**src/rtl/int_controller.sv**
```systemverilog
// Prioritised interrupt controller: arbitrates level requests, raises IRQ,
// latches the vector on acknowledge and pulses per-source clears.
module int_controller #(
    parameter int unsigned SRC_COUNT = 15,
    parameter logic [15:0] VECTOR_BASE = 16'hFFE0,
    parameter logic [SRC_COUNT-1:0] SINGLE_SRC_MASK = 15'h0200,
    parameter logic [SRC_COUNT-1:0] NMI_MASK = 15'h6000
) (
    input  logic                 MCLK,
    input  logic                 reset,
    input  logic [SRC_COUNT-1:0] IntReq,
    input  logic                 GIE,
    input  logic                 INTACK,
    output logic                 IRQ,
    output logic [15:0]          IntVector,
    output logic [SRC_COUNT-1:0] IntClr,
    output logic [3:0]           ActiveIdx
);

    typedef enum logic [1:0] {
        IDLE = 2'd0,
        REQ  = 2'd1,
        ACK  = 2'd2,
        HOLD = 2'd3
    } state_t;

    state_t               state_q, state_d;
    logic                 irq_q, irq_d;
    logic [15:0]          vec_q, vec_d;
    logic [SRC_COUNT-1:0] clr_q, clr_d;
    logic [3:0]           idx_q, idx_d;

    logic [SRC_COUNT-1:0] eligible;
    logic                 any_elig;
    logic [3:0]           winner;
    logic [15:0]          win_vec;

    assign eligible = IntReq & ({SRC_COUNT{GIE}} | NMI_MASK);
    assign any_elig = |eligible;

    // Ascending scan so the highest set index wins.
    always_comb begin
        winner = 4'd0;
        for (int i = 0; i < SRC_COUNT; i++) begin
            if (eligible[i]) begin
                winner = 4'(i);
            end
        end
    end

    assign win_vec = VECTOR_BASE + {11'd0, winner, 1'b0};

    always_comb begin
        state_d = state_q;
        vec_d   = vec_q;
        idx_d   = idx_q;
        clr_d   = '0;
        unique case (state_q)
            IDLE: begin
                if (any_elig) begin
                    state_d = REQ;
                end
            end
            REQ: begin
                if (!any_elig) begin
                    state_d = IDLE;
                end else if (INTACK) begin
                    state_d = ACK;
                    vec_d   = win_vec;
                    idx_d   = winner;
                    if (SINGLE_SRC_MASK[winner]) begin
                        clr_d[winner] = 1'b1;
                    end
                end
            end
            ACK: begin
                state_d = HOLD;
            end
            HOLD: begin
                state_d = IDLE;
            end
            default: begin
                state_d = IDLE;
            end
        endcase
        // IRQ is registered, so it follows the state being entered.
        irq_d = (state_d == REQ);
    end

    always_ff @(posedge MCLK) begin
        if (reset) begin
            state_q <= IDLE;
            irq_q   <= 1'b0;
            vec_q   <= 16'hFFFE;
            clr_q   <= '0;
            idx_q   <= 4'hF;
        end else begin
            state_q <= state_d;
            irq_q   <= irq_d;
            vec_q   <= vec_d;
            clr_q   <= clr_d;
            idx_q   <= idx_d;
        end
    end

    assign IRQ       = irq_q;
    assign IntVector = vec_q;
    assign IntClr    = clr_q;
    assign ActiveIdx = idx_q;

endmodule

```
**config.mk**
```make
export PLATFORM = sky130hd
export DESIGN_NAME = int_controller
export DESIGN_NICKNAME = d
export VERILOG_FILES = /design/src/rtl/int_controller.sv
export SDC_FILE = /design/constraint.sdc
export NUM_CORES = 1
export LEC_CHECK = 0
export ABC_CLOCK_PERIOD_IN_PS = 2300
export CORE_ASPECT_RATIO = 1.2
export CORE_UTILIZATION = 36
export DETAILED_ROUTE_END_ITERATION = 12
export PLACE_DENSITY_LB_ADDON = 0.2
export SLEW_MARGIN = 20
export SYNTH_ARGS = -nofsm -noshare
export SYNTH_HDL_FRONTEND = slang
export SYNTH_SLANG_ARGS = --single-unit
```
**constraint.sdc**
```tcl
create_clock -name MCLK -period 2.3 [get_ports MCLK]
set_clock_uncertainty 0.15 [all_clocks]
set_input_delay 0.46 -clock MCLK [delete_from_list [all_inputs] [get_ports MCLK]]
set_output_delay 0.46 -clock MCLK [all_outputs]
set_load 0.03 [all_outputs]
```
==> results of run 1 <==
==> cell usage in the layout, fill, tap and decap left out, types with 2 or more instances in the layout <==
master,synthesis,layout
clkdlybuf4s50_1,0,42
inv_1,3,3
nor2_1,3,3
nand2b_1,4,4
o41ai_1,2,2
a2111oi_0,2,2
a31oi_1,2,2
o211ai_1,3,3
buf_4,16,9
nor4_1,3,3
conb_1,2,26
o21ai_0,5,5
dfxtp_1,22,22
a21oi_1,4,4
clkbuf_4,0,3
==> path summary, 6_finish.rpt <==
path              cells past startpoint           end  slack [ps]
setup / recovery                      7  IntVector[3]         250
hold / removal                        2    state_q[0]         350
setup reg to reg                      4  IntVector[4]         720
hold reg to reg                       2    state_q[0]         350
==> where the power goes <==
group          switching (mW)  internal [mW]
clock network          0.0944         0.0608
logic                   0.123         0.0937
registers             0.00960          0.404
total                   0.227          0.558
==> critical path, stage by stage <==
cell	delay (ps)
clkdlybuf4s50_1	440
nor4_1	350
buf_4	180
and4b_1	210
or2_1	180
buf_4	140
o211ai_1	90
==> final cells by class <==
class / instances / share of cell area (%)
tap: 31 / 2.78
multi-input combinational: 70 / 28.2
clock buffer: 3 / 1.62
timing repair buffer: 51 / 35.0
inverter: 3 / 0.808
sequential: 22 / 31.6
==> layer usage <==
layer | track usage (%) | vias to the layer above | routed length, um
met2 | 27.8 | 42 | 1020
li1 | - | 400 | -
met4 | 8.98 | 0 | 38
met1 | 14.5 | 360 | 624
met5 | 0 | - | 0
met3 | 2.25 | 4 | 139
==> state kept, by name, indices dropped and copies added (netlist names) <==
| name | cells |
|---|---|
| IntVector | 4 |
| state_q | 2 |
| IRQ | 1 |
| IntClr | 15 |
==> cells by family (layout without fill, tap and decap cells) <==
group	count (synthesis)	after routing
and+or+nand+nor	21	21
AOI/OAI and AO/OA	23	23
other	2	26
buffers and inverters	20	57
DFF	22	22
==> stage by stage <==
step	setup slack (ps)	util [%]
3_3_place_gp	-7.44	59.5
2_1_floorplan	507	-
6_report	255	60.4
3_5_place_dp	-34.8	59.5
5_1_grt	159	60.4
4_1_cts	263	60.4
==> results.tsv, run 1 <==
metric	value	unit
status	finished clean	
overall routed net length	1820	um
Starting Density	38.4	%
Synth top cells by count	dfxtp_1 (22), buf_4 (16), o21ai_0 (5)	
final hold viol count	0	
fin crit period	2050	ps
FF/Latch Area	440	sq um
CP required	2320	ps
Hold Path Class	register to register	
Crit path arrival time	2060	ps
VDD IR max	335	uV
ant diodes	0	
Mean Syn Cell Area	10.1	sq um
vias in the first global route	716	
Synth Area in XOR/XNOR	0	%
ANT nets after route	0	
Post-synth EDFFs	0	
Max-cap violations	0	
Chip Height	56.3	um
startpoint types	input port	
Clk pin slew, worst setup/hold paths	100	ps
Final period util	88.9	%
synth-to-layout area growth	57.3	%
clock sinks	22	
Crit Path Class	input port to register	
number of hold buffers added after cts	0	
Num CTS Buffers	3	
Critical R2R Launch	state_q[1]	
num rows	19	
htree depth	1	
Via Count	806	
Yosys cell types	30	
layout cells sized above 1	9.40	%
YS warnings	0	
multiplexer share of the synthesized area	0	%
simple-gate share of the synthesized area	15.3	%
largest net degree at the start of global routing	12	
#FFs+latches synth	22	
CP startpoint	IntReq[6]	
Synth Area in Adders	0	%
Post-synth ARST share	0	%
compound-cell area share of the yosys netlist	18.1	%
# port buffers	42	
FMAX	0.489	GHz
Setup crit end kind	register	
placed insts	177	
power per cell area	563	nW/um^2
Clk Latency, worst-skew pair	290	ps
post-route insts no fill	180	
main combinational cell family by area after synthesis	compound AO/OA/AOI/OAI gates	
drt via density	4.48	
hold path start	state_q[1]	
RSZ-0062 raised after global routing	no	
fillers	212	
Layout Nets	170	
Synth Cell Area	886	sq um
io pins	55	
top-count cell post-synth	dfxtp_1	
top cell type's share of synthesized area	49.7	%
final instance area	1390	sq um
final setup fails	0	
Tot Pwr	785	uW
Post-Place Cell Area	1370	sq um
total negative slack	0	ps
DRC	0	
Syn Inst Count	88	
Resized Gates After CTS	0	
post-detail-place hpwl	1560	um
initial antenna violation count	0	
sequential share of the synthesized area	49.7	%
TritonRoute pass-1 iters	3	
die area	2660	sq um
worst hold slack	346	ps
Pins Over Slew Limit	0	
Area contributors post-synth	dfxtp_1 (50%), buf_4 (14%), nand2b_1 (2.8%)	
Multi-input gate area	393	sq um
Core ar.	2310	sq um
post-synth top area cell	dfxtp_1	
Top FF cell, synth	dfxtp_1	
clock buffer depth	2	
wire length of the first global-routing pass	2900	um
GPL Wtd Cong	0.841	
Die W	47.3	um
GR Util All Layers	15.1	%
CTS Root Cell	clkbuf_4	
CP max FO	5	
Leak	0.582	nW
post-CTS setup buffers	0	
total congestion overflow	0	
TritonCTS clock tree	done	
Iter 0 DRT Violations	8	
Routed wire per std cell	10.1	um
No activity file was read; power rests on OpenSTA's default activity.
==> run 2, diff against run 1 <==
--- a/config.mk
+++ b/config.mk
@@ -7,7 +7,8 @@
 export LEC_CHECK = 0
 export ABC_CLOCK_PERIOD_IN_PS = 2300
 export CORE_ASPECT_RATIO = 1.2
-export CORE_UTILIZATION = 36
+export CORE_UTILIZATION = 37
+export CTS_BUF_LIST = sky130_fd_sc_hd__clkbuf_4
 export DETAILED_ROUTE_END_ITERATION = 12
 export PLACE_DENSITY_LB_ADDON = 0.2
 export SLEW_MARGIN = 20
==> run 2 against run 1 <==
Effect of this change:
- die area is 2.6% lower
- core utilization is 1.3 points higher
- first-iteration DRC count is 38% lower
- wire length is 7.5% lower
- non-clock buffer count is 2 lower
- global-route usage is 0.19 points lower
- clock-buffer cell count stayed put
- hold slack worse by 7.2 ps
- sequential share of layout area is 0.34 points lower
- sequential power hardly changed
- critical path type unchanged
- critical endpoint is now IntClr[9]
==> results.tsv, run 2 (synthesis results as in run 1) <==
metric	value	unit	change
Iter 0 DRT Violations	5		was 8
largest net degree at the start of global routing	14		was 12
Num CTS Buffers	3		unchanged
total negative slack	0	ps	unchanged
vias in the first global route	700		was 716
Starting Density	38.8	%	was 38.4%
Chip Height	55.6	um	was 56.3 um
# port buffers	42		unchanged
ANT nets after route	0		unchanged
worst setup margin	303	ps	was 255 ps
num rows	19		unchanged
final setup fails	0		unchanged
final hold viol count	0		unchanged
Clk pin slew, worst setup/hold paths	110	ps	was 100 ps
GPL Wtd Cong	0.767		was 0.841
Leak	0.586	nW	was 0.582 nW
ant diodes	0		unchanged
io pins	55		unchanged
Crit Path Class	input port to register		unchanged
Routed wire per std cell	9.42	um	was 10.1 um
CP required	2350	ps	was 2320 ps
CP max FO	5		unchanged
clock buffer depth	2		unchanged
post-detail-place hpwl	1450	um	was 1560 um
worst hold slack	339	ps	was 346 ps
Pins Over Slew Limit	0		unchanged
FMAX	0.501	GHz	was 0.489 GHz
post-place setup slack	-3.36	ps	was -34.8 ps
Die W	46.7	um	was 47.3 um
Layout Nets	168		was 170
htree depth	1		unchanged
power per cell area	645	nW/um^2	was 563 nW/um^2
GR Util All Layers	14.9	%	was 15.1%
CTS Root Cell	clkbuf_4		unchanged
Via Count	779		was 806
Setup crit end kind	register		unchanged
Crit path arrival time	2050	ps	was 2060 ps
die area	2590	sq um	was 2660 sq um
TritonCTS clock tree	done		unchanged
Core ar.	2280	sq um	was 2310 sq um
Final period util	86.8	%	was 88.9%
Resized Gates After CTS	0		unchanged
initial antenna violation count	0		unchanged
fin crit period	2000	ps	was 2050 ps
most frequent cells in the layout	clkdlybuf4s50_1 (42), conb_1 (26), dfxtp_1 (22)		unchanged
Clk Latency, worst-skew pair	300	ps	was 290 ps
most common cell after layout, fill and taps aside	clkdlybuf4s50_1		unchanged
Hold Path Class	register to register		unchanged
clock sinks	22		unchanged
drt via density	4.35		was 4.48
Max-cap violations	0		unchanged
wire length of the first global-routing pass	2770	um	was 2900 um
max reg flops	15		unchanged
number of hold buffers added after cts	0		unchanged
DRC	0		unchanged
synth-to-layout area growth	59.0	%	was 57.3%
overall routed net length	1690	um	was 1820 um
startpoint types	input port		unchanged
VDD IR max	369	uV	was 335 uV
layout cells sized above 1	8.78	%	was 9.40%
post-CTS setup buffers	0		unchanged
TritonRoute pass-1 iters	4		was 3
total congestion overflow	0		unchanged
status	finished clean		unchanged
RSZ-0062 raised after global routing	no		unchanged
run 2: cell count changes in the layout (fill, tap and decap cells not counted):
| cell | previous run | this run |
|---|---|---|
| buf_4 | 9 | 7 |
| bufinv_16 | 0 | 1 |
run 2: cell type report:
class / instances / area (sq um)
fillers: 224 / 873
repair buffers: 49 / 473
flip-flops and latches: 22 / 440
multi-input cells: 70 / 393
well taps: 31 / 38.8
clock inverters: 1 / 30.0
clock buffers: 3 / 22.5
inverters: 3 / 11.3
run 2: routing by layer:
layer	vias to the layer above	global-route usage, %	share of wire (%)
met5	-	0	0
li1	401	-	-
met1	331	14.5	37
met3	4	3.90	6.5
met2	43	26.4	54
met4	0	8.57	2.8
run 2: critical path, cell delays in order:
cell             delay (ps)
clkdlybuf4s50_1         540
nor3b_1                  70
o31a_1                  290
o41ai_1                 410
and4bb_2                270
run 2: worst paths after layout:
check / start / to / slack (ps) / cells after the start
max: IntReq[4] / IntClr[9] / 300 / 5
min: state_q[1] / state_q[0] / 340 / 2
max reg2reg: state_q[1] / IntVector[4] / 740 / 4
min reg2reg: state_q[1] / state_q[0] / 340 / 2
run 2: through the flow:
| stage | util (%) | power (mW) | instances | cell area (sq um) |
|---|---|---|---|---|
| after global placement | 59.4 | 0.631 | 175 | 1360 |
| after detailed placement | 59.4 | 0.635 | 175 | 1360 |
| final | 61.7 | 0.908 | 179 | 1410 |
| after floorplan | - | 0.555 | 112 | 976 |
| after global routing | 61.7 | 0.952 | 179 | 1410 |
| after CTS | 61.7 | 0.918 | 179 | 1410 |
run 2: report_power, final:
group,internal (mW),total (mW),leakage (nW),switching [mW]
combinational,0.0921,0.213,0.374,0.121
sequential,0.404,0.413,0.184,0.00918
clock,0.176,0.282,0.0279,0.106
